### config.mk
export PLATFORM = sky130hd
export DESIGN_NAME = rf_wb_arbiter_flat
export DESIGN_NICKNAME = d
export VERILOG_FILES = /design/src/rtl/rf_wb_arbiter_if.sv /design/src/rtl/rf_wb_arbiter.sv /design/src/flat_wrapper.sv
export SDC_FILE = /design/constraint.sdc
export NUM_CORES = 1
export LEC_CHECK = 0
export ABC_AREA = 1
export CORE_MARGIN = 10
export CORE_UTILIZATION = 39
export CTS_CLUSTER_DIAMETER = 80
export DETAILED_ROUTE_END_ITERATION = 16
export GPL_TIMING_DRIVEN = 1
export PLACE_DENSITY_LB_ADDON = 0.05
export SLEW_MARGIN = 20
export SYNTH_ARGS = -nofsm -noshare
export SYNTH_HDL_FRONTEND = slang
export SYNTH_SLANG_ARGS = --single-unit
### constraint.sdc
create_clock -name clk_i -period 2.2 [get_ports clk_i]
set_clock_uncertainty 0.2 [all_clocks]
set_input_delay 0.66 -clock clk_i [delete_from_list [all_inputs] [get_ports clk_i]]
set_output_delay 0.66 -clock clk_i [all_outputs]
set_load 0.02 [all_outputs]
### src/rtl/rf_wb_arbiter_if.sv
// Writeback-arbiter bus: two writeback requesters, decode issue hook,
// register-file write port and the pending-write scoreboard.
interface rf_wb_arbiter_if;
    localparam int unsigned ADDR_W = 5;
    localparam int unsigned DATA_W = 32;
    localparam int unsigned NREG   = 32;

    logic              a_valid_i;
    logic [ADDR_W-1:0] a_addr_i;
    logic [DATA_W-1:0] a_data_i;
    logic              a_ready_o;

    logic              b_valid_i;
    logic [ADDR_W-1:0] b_addr_i;
    logic [DATA_W-1:0] b_data_i;
    logic              b_ready_o;

    logic              issue_i;
    logic [ADDR_W-1:0] issue_addr_i;

    logic              rf_wen_o;
    logic [ADDR_W-1:0] rf_waddr_o;
    logic [DATA_W-1:0] rf_data_o;
    logic [NREG-1:0]   busy_o;

    // Arbiter side
    modport slave (
        input  a_valid_i, a_addr_i, a_data_i,
        input  b_valid_i, b_addr_i, b_data_i,
        input  issue_i, issue_addr_i,
        output a_ready_o, b_ready_o,
        output rf_wen_o, rf_waddr_o, rf_data_o, busy_o
    );

    // Requester / environment side
    modport master (
        output a_valid_i, a_addr_i, a_data_i,
        output b_valid_i, b_addr_i, b_data_i,
        output issue_i, issue_addr_i,
        input  a_ready_o, b_ready_o,
        input  rf_wen_o, rf_waddr_o, rf_data_o, busy_o
    );
endinterface

### src/rtl/rf_wb_arbiter.sv
// Register-file write-port arbiter: in-order pipeline (A) vs long-latency
// unit (B) with starvation guard for B, one-cycle registered write port and
// a pending-write scoreboard for registers owed by B.
module rf_wb_arbiter #(
    parameter int unsigned STARVE_LIMIT = 4,
    parameter int unsigned CNT_W        = 3
) (
    input  logic           clk_i,
    input  logic           rst_i,
    rf_wb_arbiter_if.slave bus
);
    localparam int unsigned ADDR_W = 5;
    localparam int unsigned DATA_W = 32;
    localparam int unsigned NREG   = 32;

    // Registered state
    logic [CNT_W-1:0]  starve_cnt_q;
    logic [NREG-1:0]   busy_q;
    logic              wen_q;
    logic [ADDR_W-1:0] waddr_q;
    logic [DATA_W-1:0] data_q;

    // Next-state values
    logic [CNT_W-1:0]  starve_cnt_d;
    logic [NREG-1:0]   busy_d;
    logic              wen_d;
    logic [ADDR_W-1:0] waddr_d;
    logic [DATA_W-1:0] data_d;

    // Arbitration decode
    logic              at_limit_c;
    logic              b_win_c;
    logic              a_grant_c;
    logic              b_grant_c;
    logic              xfer_c;
    logic [ADDR_W-1:0] sel_addr_c;
    logic [DATA_W-1:0] sel_data_c;

    // B wins when alone or once it has been starved long enough; nothing is granted in reset
    always_comb begin
        at_limit_c = (starve_cnt_q == CNT_W'(STARVE_LIMIT));
        b_win_c    = bus.b_valid_i && (!bus.a_valid_i || at_limit_c);
        a_grant_c  = !rst_i && bus.a_valid_i && !b_win_c;
        b_grant_c  = !rst_i && b_win_c;
        xfer_c     = a_grant_c || b_grant_c;
        sel_addr_c = b_grant_c ? bus.b_addr_i : bus.a_addr_i;
        sel_data_c = b_grant_c ? bus.b_data_i : bus.a_data_i;
    end

    assign bus.a_ready_o = a_grant_c;
    assign bus.b_ready_o = b_grant_c;

    // Next-state: starvation counter, write-port capture, scoreboard update
    always_comb begin
        starve_cnt_d = starve_cnt_q;
        busy_d       = busy_q;
        wen_d        = 1'b0;
        waddr_d      = waddr_q;
        data_d       = data_q;

        // Count only while B is waiting; any B transfer or idle B restarts it
        if (!bus.b_valid_i || b_grant_c) begin
            starve_cnt_d = '0;
        end else if (starve_cnt_q < CNT_W'(STARVE_LIMIT)) begin
            starve_cnt_d = starve_cnt_q + CNT_W'(1);
        end

        // x0 writes are consumed but never reach the register file
        if (xfer_c && (sel_addr_c != '0)) begin
            wen_d   = 1'b1;
            waddr_d = sel_addr_c;
            data_d  = sel_data_c;
        end

        // Clear first, then set, so a new issue to the same register keeps it owned
        if (b_grant_c) begin
            busy_d[bus.b_addr_i] = 1'b0;
        end
        if (bus.issue_i && (bus.issue_addr_i != '0)) begin
            busy_d[bus.issue_addr_i] = 1'b1;
        end
        busy_d[0] = 1'b0;
    end

    // State register with synchronous reset
    always_ff @(posedge clk_i) begin
        if (rst_i) begin
            starve_cnt_q <= '0;
            busy_q       <= '0;
            wen_q        <= 1'b0;
            waddr_q      <= '0;
            data_q       <= '0;
        end else begin
            starve_cnt_q <= starve_cnt_d;
            busy_q       <= busy_d;
            wen_q        <= wen_d;
            waddr_q      <= waddr_d;
            data_q       <= data_d;
        end
    end

    assign bus.rf_wen_o   = wen_q;
    assign bus.rf_waddr_o = waddr_q;
    assign bus.rf_data_o  = data_q;
    assign bus.busy_o     = busy_q;

    // Structural invariants of the arbiter
    a_one_grant : assert property (@(posedge clk_i) !(bus.a_ready_o && bus.b_ready_o));
    a_x0_free   : assert property (@(posedge clk_i) !bus.busy_o[0]);
    a_cnt_bound : assert property (@(posedge clk_i) starve_cnt_q <= CNT_W'(STARVE_LIMIT));

endmodule

### src/flat_wrapper.sv
// flat-port wrapper written by rule: the top's interface ports become plain ports
module rf_wb_arbiter_flat 
#(
    parameter int unsigned STARVE_LIMIT = 4,
    parameter int unsigned CNT_W        = 3
)
  (clk_i, rst_i, bus_a_valid_i, bus_a_addr_i, bus_a_data_i, bus_b_valid_i, bus_b_addr_i, bus_b_data_i, bus_issue_i, bus_issue_addr_i, bus_a_ready_o, bus_b_ready_o, bus_rf_wen_o, bus_rf_waddr_o, bus_rf_data_o, bus_busy_o);
  rf_wb_arbiter_if bus_i ();
  input  logic clk_i;
  input  logic rst_i;
  input wire logic [$bits(bus_i.a_valid_i)-1:0] bus_a_valid_i;
  input wire logic [$bits(bus_i.a_addr_i)-1:0] bus_a_addr_i;
  input wire logic [$bits(bus_i.a_data_i)-1:0] bus_a_data_i;
  input wire logic [$bits(bus_i.b_valid_i)-1:0] bus_b_valid_i;
  input wire logic [$bits(bus_i.b_addr_i)-1:0] bus_b_addr_i;
  input wire logic [$bits(bus_i.b_data_i)-1:0] bus_b_data_i;
  input wire logic [$bits(bus_i.issue_i)-1:0] bus_issue_i;
  input wire logic [$bits(bus_i.issue_addr_i)-1:0] bus_issue_addr_i;
  output wire logic [$bits(bus_i.a_ready_o)-1:0] bus_a_ready_o;
  output wire logic [$bits(bus_i.b_ready_o)-1:0] bus_b_ready_o;
  output wire logic [$bits(bus_i.rf_wen_o)-1:0] bus_rf_wen_o;
  output wire logic [$bits(bus_i.rf_waddr_o)-1:0] bus_rf_waddr_o;
  output wire logic [$bits(bus_i.rf_data_o)-1:0] bus_rf_data_o;
  output wire logic [$bits(bus_i.busy_o)-1:0] bus_busy_o;
  assign bus_i.a_valid_i = bus_a_valid_i;
  assign bus_i.a_addr_i = bus_a_addr_i;
  assign bus_i.a_data_i = bus_a_data_i;
  assign bus_i.b_valid_i = bus_b_valid_i;
  assign bus_i.b_addr_i = bus_b_addr_i;
  assign bus_i.b_data_i = bus_b_data_i;
  assign bus_i.issue_i = bus_issue_i;
  assign bus_i.issue_addr_i = bus_issue_addr_i;
  assign bus_a_ready_o = bus_i.a_ready_o;
  assign bus_b_ready_o = bus_i.b_ready_o;
  assign bus_rf_wen_o = bus_i.rf_wen_o;
  assign bus_rf_waddr_o = bus_i.rf_waddr_o;
  assign bus_rf_data_o = bus_i.rf_data_o;
  assign bus_busy_o = bus_i.busy_o;
  rf_wb_arbiter #(.STARVE_LIMIT(STARVE_LIMIT), .CNT_W(CNT_W)) u_core (.clk_i(clk_i), .rst_i(rst_i), .bus(bus_i));
endmodule
==> metrics.csv, run 1 <==
stage;metric;value;unit
pwr;VDD IR max;0.0004235;V
detailed_routing;DRT Pass-1 Iters;4;
layout;layout cells sized above 1;16.54;%
synth;Synth Net Count;654;
min_path;Hold Path Class;reg -> reg;
synth;post-synth top area share;39.20;%
clocking;Hold Buf Count CTS;0;
layout;area growth from synthesis to layout;64.00;%
sta;Min Clock Period, post-route;2.185;ns
detailed_routing;Via density;4.648;
setup_path;crit end category;output pin;
detailed_routing;routed wire length per instance;14.25;um
setup_path;Slowest Stage Delay on Critical Path;0.33;ns
grt;vias in the first global route;3886;
pwr;leak pwr;3.454;nW
grt;largest net degree at the start of global routing;37;
detailed_routing;DRC violations left;0;
sta;fmax;457.7;MHz
synth;dominant cells by area after synthesis;dfxtp_1, nand2_1, inv_1;
setup_path;Top cell by count, worst path;inv_2;
synth;post-synthesis sequential area ratio;39.20;%
detailed_routing;DR vias;4058;
flow_run;# Max-Cap Violations;0;
grt;initial antenna violation count;0;
layout;fin util;65.58;%
clocking;clk slew on worst S/H paths;0.07;ns
die;Die W;117.1;um
die;I/O Pins;156;
layout;nets@finish;844;
die;die area;13710;um2
placed_design;RD Place Congestion;0.8612;
sta;worst hold margin;0.2705;ns
synth;distinct cell type count after synthesis;26;
setup_path;crit-path cells;inv_2, ha_4, nand2_4, o211ai_1, inv_2, buf_6;
clocking;root buffer cell;clkbuf_8;
sta;TNS Setup;0;ns
clocking;clk sink count;72;
placed_design;# port buffers;154;
clocking;CTS tree;done;
placed_design;Cell Area, Placed;5517;um2
synth;Synth warnings;0;
clocking;clock latency on the worst-skew pair;0.34;ns
placed_design;Post-Place Worst Slack;-0.7962;ns
sta;Final Hold Fails;0;
detailed_routing;total wire length;12440;um
clocking;Clock H-tree levels;3;
grt;first-pass GRT wire length;18640;um
sta;RSZ-0062 raised after global routing;yes;
layout;Antenna Cells;0;
setup_path;critical path peak fanout;3;
sta;final setup violating endpoints;0;
synth;Yosys reg bits;72;
grt;GRT Resource Usage Total;16.89;%
status;status;completed;
die;Cell Rows;35;
setup_path;Crit-path slowest cell;dfxtp_2;
synth;syn avg cell area;6.474;um2
synth;cell taking the most area after synthesis;dfxtp_1;
sta;setup ws final;0.01539;ns
setup_path;critical path required time;1.34;ns
clocking;CTS buffer count;9;
detailed_routing;1st-iter DRT viols;127;
layout;post-layout instance area;6031;um2
setup_path;Worst setup SP type;register;
sta;Slew Viols, Final;0;
setup_path;FF-to-FF setup slack;0.04;ns
layout;# fillers;813;
setup_path;arrival time worst endpoint;1.32;ns
synth;cell count after synthesis;568;
detailed_routing;Final ANT Viol Nets;0;
setup_path;crit path kind;reg -> out;
grt;global route overflow;0;
sta;Final period util;99.30;%
pwr;PwrDens;574.2;nW/um2
placed_design;HPWL Detailed;9194;um
die;Die Height;117.1;um
die;Starting Density;39.99;%
clocking;Clock Path Buffers;2;
synth;Mapped Area;3677;um2
die;CORE AREA;9196;um2
-- report_power, final --
group / switching [W] / leakage (nW) / total [W] / internal [W]
clock: 0.000492 / 0.115 / 0.00127 / 0.000778
combinational: 0.000399 / 2.75 / 0.000789 / 0.000390
sequential: 0.0000366 / 0.591 / 0.00140 / 0.00137
total: 0.000927 / 3.45 / 0.00346 / 0.00254
-- through the flow --
| stage | power, W | cells |
|---|---|---|
| after floorplan | 0.001811 | 568 |
| final | 0.003463 | 873 |
| after global placement | 0.002187 | 849 |
| after CTS | 0.003462 | 867 |
| after detailed placement | 0.002199 | 849 |
| after global routing | 0.003634 | 873 |
-- placed cells by master, fill, tap and decap left out, types with 3 or more instances in the layout --
cell type	instances
nand2_4	4
nand2_1	193
clkbuf_8	10
buf_4	40
dfxtp_1	70
inv_1	55
buf_12	3
nor2_2	29
dlymetal6s2s_1	42
nor2_1	54
dlygate4sd2_1	9
a21oi_1	33
buf_6	4
nor3_1	3
inv_2	6
nand3_1	41
bufinv_16	3
clkdlybuf4s50_1	98
o21ai_0	32
nand2_2	6
-- flip-flops by register name, indices dropped and copies added (netlist names) --
| signal | flops |
|---|---|
| u_core.bus.busy_o | 31 |
| u_core.bus.rf_data_o | 32 |
| u_core.bus.rf_waddr_o | 5 |
| u_core.bus.rf_wen_o | 1 |
| u_core.starve_cnt_q | 3 |
-- layer usage --
layer | vias up | routed length (um) | global-route usage [%]
met3 | 10 | 931 | 5.912
li1 | 2125 | - | -
met2 | 119 | 6119 | 28.87
met4 | 0 | 126 | 4.942
met1 | 1804 | 5259 | 19.44
met5 | - | 0 | 0
-- repair_timing --
action	4_1_cts	5_1_grt
gates resized for setup	37	63
setup buffers	3	4
setup endpoints to repair	49	79
pin swaps	2	8
cloned	0	2
-- area by class of cell --
class,instances,area (um2),area share (%)
Timing Repair Buffer,201,2041,33.84
Multi-Input combinational cell,408,1889,31.33
Sequential cell,72,1444,23.94
Inverter,64,255.2,4.232
Tap cell,111,138.9,2.303
Clock buffer,10,137.6,2.282
Clock inverter,5,105.1,1.743
Timing Repair inverter,2,20.02,0.3320
-- kinds of logic (layout without fill, tap and decap cells) --
logic type / Yosys count / in the layout / share of synthesized area (%)
AND/OR/NAND/NOR: 334 / 334 / 39.03
flip-flops: 72 / 72 / 39.20
AO/OA/AOI/OAI: 71 / 71 / 10.21
buffers and inverters: 88 / 282 / 10.79
other: 1 / 1 / 0.1020
adder cells (fa/ha/maj): 2 / 2 / 0.6804
-- Yosys cell counts --
cell type  instances
a21oi_1           35
buf_2              3
buf_4              2
buf_6              7
clkbuf_1          12
clkinv_1           1
conb_1             1
dfxtp_1           72
ha_1               2
inv_1             60
inv_2              2
inv_4              1
nand2_1          198
nand2_2            2
nand2_4            3
nand3_1           42
nand3_2            1
nor2_1            54
nor2_2            29
nor2_8             1
nor3_1             3
o211ai_1           1
o21ai_0           33
o21ai_2            1
o21bai_4           1
or2_2              1
-- path summary, 6_finish.rpt --
path                           from                  endpoint  cells past startpoint
max          u_core.starve_cnt_q[0]             bus_a_ready_o                      6
min           u_core.bus.busy_o[28]     u_core.bus.busy_o[28]                      2
max reg2reg  u_core.starve_cnt_q[0]  u_core.bus.rf_waddr_o[1]                     14
min reg2reg   u_core.bus.busy_o[28]     u_core.bus.busy_o[28]                      2
-- critical path: cells and delay by family, from the launching register on --
| kind | cells | cell delay (ns) |
|---|---|---|
| compound gates | 1 | 0.21 |
| fa+ha+maj | 1 | 0.13 |
| flops | 1 | 0.33 |
| buf+inv | 3 | 0.25 |
| simple gates | 1 | 0.06 |
Note: power is estimated with default switching activity, not from simulation.
==> run 2, diff against run 1 <==
--- a/config.mk
+++ b/config.mk
@@ -10,7 +10,6 @@
 export CORE_UTILIZATION = 39
 export CTS_CLUSTER_DIAMETER = 80
 export DETAILED_ROUTE_END_ITERATION = 16
-export GPL_TIMING_DRIVEN = 1
 export PLACE_DENSITY_LB_ADDON = 0.05
 export SLEW_MARGIN = 20
 export SYNTH_ARGS = -nofsm -noshare
==> results of run 2 <==
Same layout as run 1: the final DEF is identical, and so are final timing and power.
==> RTL edit (settings of run 2) <==
`CNT_W` is set to 3 in 2 places; all go to 4.
--- a/src/rtl/rf_wb_arbiter.sv
+++ b/src/rtl/rf_wb_arbiter.sv
@@ -5,3 +5,3 @@
     parameter int unsigned STARVE_LIMIT = 4,
-    parameter int unsigned CNT_W        = 3
+    parameter int unsigned CNT_W        = 4
 ) (
--- a/src/flat_wrapper.sv
+++ b/src/flat_wrapper.sv
@@ -4,3 +4,3 @@
     parameter int unsigned STARVE_LIMIT = 4,
-    parameter int unsigned CNT_W        = 3
+    parameter int unsigned CNT_W        = 4
 )
Function: same outputs for any inputs over 10 cycles, from zero or initial values and one cycle with rst_i high; that may be too few to reach the edited logic, so the function may still have changed.
==> RTL edit against run 2 <==
  * The flow now finishes with violations (negative setup slack)
  * Utilization is 2.3 points higher
  * Non-clock buffer count up 15
  * Sequential share of layout area shrank 0.81 points
  * Synthesized cell count is the same
  * Die area increased by 2.5%
  * Routed wire length grew 9.1%
  * Count of clock-buffer cells in the layout did not move
  * Worst setup slack lost 0.067 ns
  * Sequential cell count is 1 higher
  * Final area rose by 5.0%
  * Total power increased by 2.5%
  * Area after synthesis grew 3.0%
  * Critical endpoint unchanged
==> RTL edit: results (changes against run 2) <==
- Status: finished with violations
- Failing checks: negative setup slack
- Largest net degree at the start of global routing: 40 (+8.1%)
- Distinct cells, synth: 23 (-12%)
- CP Max Fanout: 3 (unchanged)
- Register area share after synthesis: 38.6% (-0.60 points)
- Top cells by area, synth: dfxtp_1, nand2_1, nor2_1, nand3_2, inv_1
- GP Congestion: 0.879 (+2.0%)
- First-pass GRT wire length: 19500 microns (+4.6%)
- Layout Nets: 856 (+1.4%)
- Vias: 4155 (+2.4%)
- Slowest stage delay, CP: 0.33 ns (about the same)
- Slack of the critical path: -0.0520 ns (-0.0674 ns)
- Synth top cells by count: nand2_1, nor2_1, dfxtp_1, inv_1, a21oi_1
- R2R setup slack: 0.08 ns (+0.04 ns)
- Compound-cell area share of the yosys netlist: 8.92% (-1.3 points)
- WHS: 0.273 ns (+0.00206 ns)
- Final setup vio count: 1 (+1)
- Detailed placement HPWL: 9180 microns (-0.13%)
- Vias in the first global route: 3960 (+1.9%)
- Worst Hold Class: reg -> reg
- Layout cells sized above 1: 18.5% (+1.9 points)
- Total wire length: 13600 microns (+9.1%)
- VDD IR-drop max: 0.000365 V (-14%)
- Global Route Usage Sum: 16.6% (-0.31 points)
- XOR/XNOR Fraction of Synth Area: 0.231% (+0.23 points)
- Placement Setup Slack: -0.744 ns (+0.0524 ns)
- Leakage: 3.23 nW (-6.6%)
==> RTL edit: cell count changes after synthesis, moves of 4 or more <==
| cell | before | now |
|---|---|---|
| buf_2 | 3 | 8 |
| nor2_2 | 29 | 2 |
| nand3_2 | 1 | 31 |
| buf_4 | 2 | 6 |
| nand3_1 | 42 | 14 |
| inv_1 | 60 | 53 |
| clkbuf_1 | 12 | 6 |
| nand2_1 | 198 | 193 |
| nor2_1 | 54 | 90 |
==> RTL edit: logic make-up (layout without fill, tap and decap cells) <==
| family | after synthesis | count (layout) |
|---|---|---|
| AND/OR/NAND/NOR | 343 | 343 |
| buffers and inverters | 81 | 287 |
| flip-flops | 73 | 73 |
| AO/OA/AOI/OAI | 67 | 67 |
| adder cells (fa/ha/maj) | 2 | 2 |
| other | 1 | 1 |
| XOR/XNOR | 1 | 1 |
==> RTL edit: power by group <==
| part | switching (mW) | internal, mW |
|---|---|---|
| clock network | 0.497 | 0.661 |
| logic | 0.474 | 0.476 |
| registers | 0.0403 | 1.40 |
==> RTL edit: what timing repair did <==
action	in CTS	in global routing
buffers inserted	1	12
gates cloned	0	9
pin swaps	3	13
setup endpoints to repair	63	56
resized for setup	27	41
==> RTL edit: final timing paths <==
path,start,endpoint,cells past startpoint
worst min-delay path,u_core.bus.busy_o[29],u_core.bus.busy_o[29],2
worst max-delay path,u_core.starve_cnt_q[0],bus_a_ready_o,6
worst max register to register,u_core.starve_cnt_q[0],u_core.bus.rf_data_o[1],14
worst min register to register,u_core.bus.busy_o[29],u_core.bus.busy_o[29],2
==> RTL edit: routing by layer <==
layer	track usage [%]	share of wire (%)	vias to the layer above
li1	-	-	2158
met4	4.20	0.99	0
met5	0	0	-
met1	19.7	43	1854
met2	29.1	50	129
met3	4.14	5.3	14
==> RTL edit: area by class of cell <==
class | count | area (sq um)
Clock buffer | 10 | 138
Clock inverter | 5 | 80.1
Fill cell | 820 | 3000
Inverter | 56 | 213
Multi-Input combinational cell | 414 | 2030
Sequential cell | 73 | 1460
Tap cell | 129 | 161
Timing Repair Buffer | 216 | 2240
==> RTL edit: through the flow <==
stage	setup TNS, ns	util [%]	instances	instance area (sq um)	total power, mW
4_1_cts	-0.0858	63.6	882	5930	3.51
3_3_place_gp	-35.66	60.9	866	5680	2.35
5_1_grt	-0.135	67.9	903	6330	3.72
2_1_floorplan	0	-	568	3790	1.91
3_5_place_dp	-40.40	60.9	866	5680	2.36
6_report	-0.0520	67.9	903	6330	3.55
==> RTL edit: worst min-delay path: stages, from the launching register on <==
cell     delay, ns
dfxtp_1       0.31
o21ai_0       0.06
a21oi_1       0.06
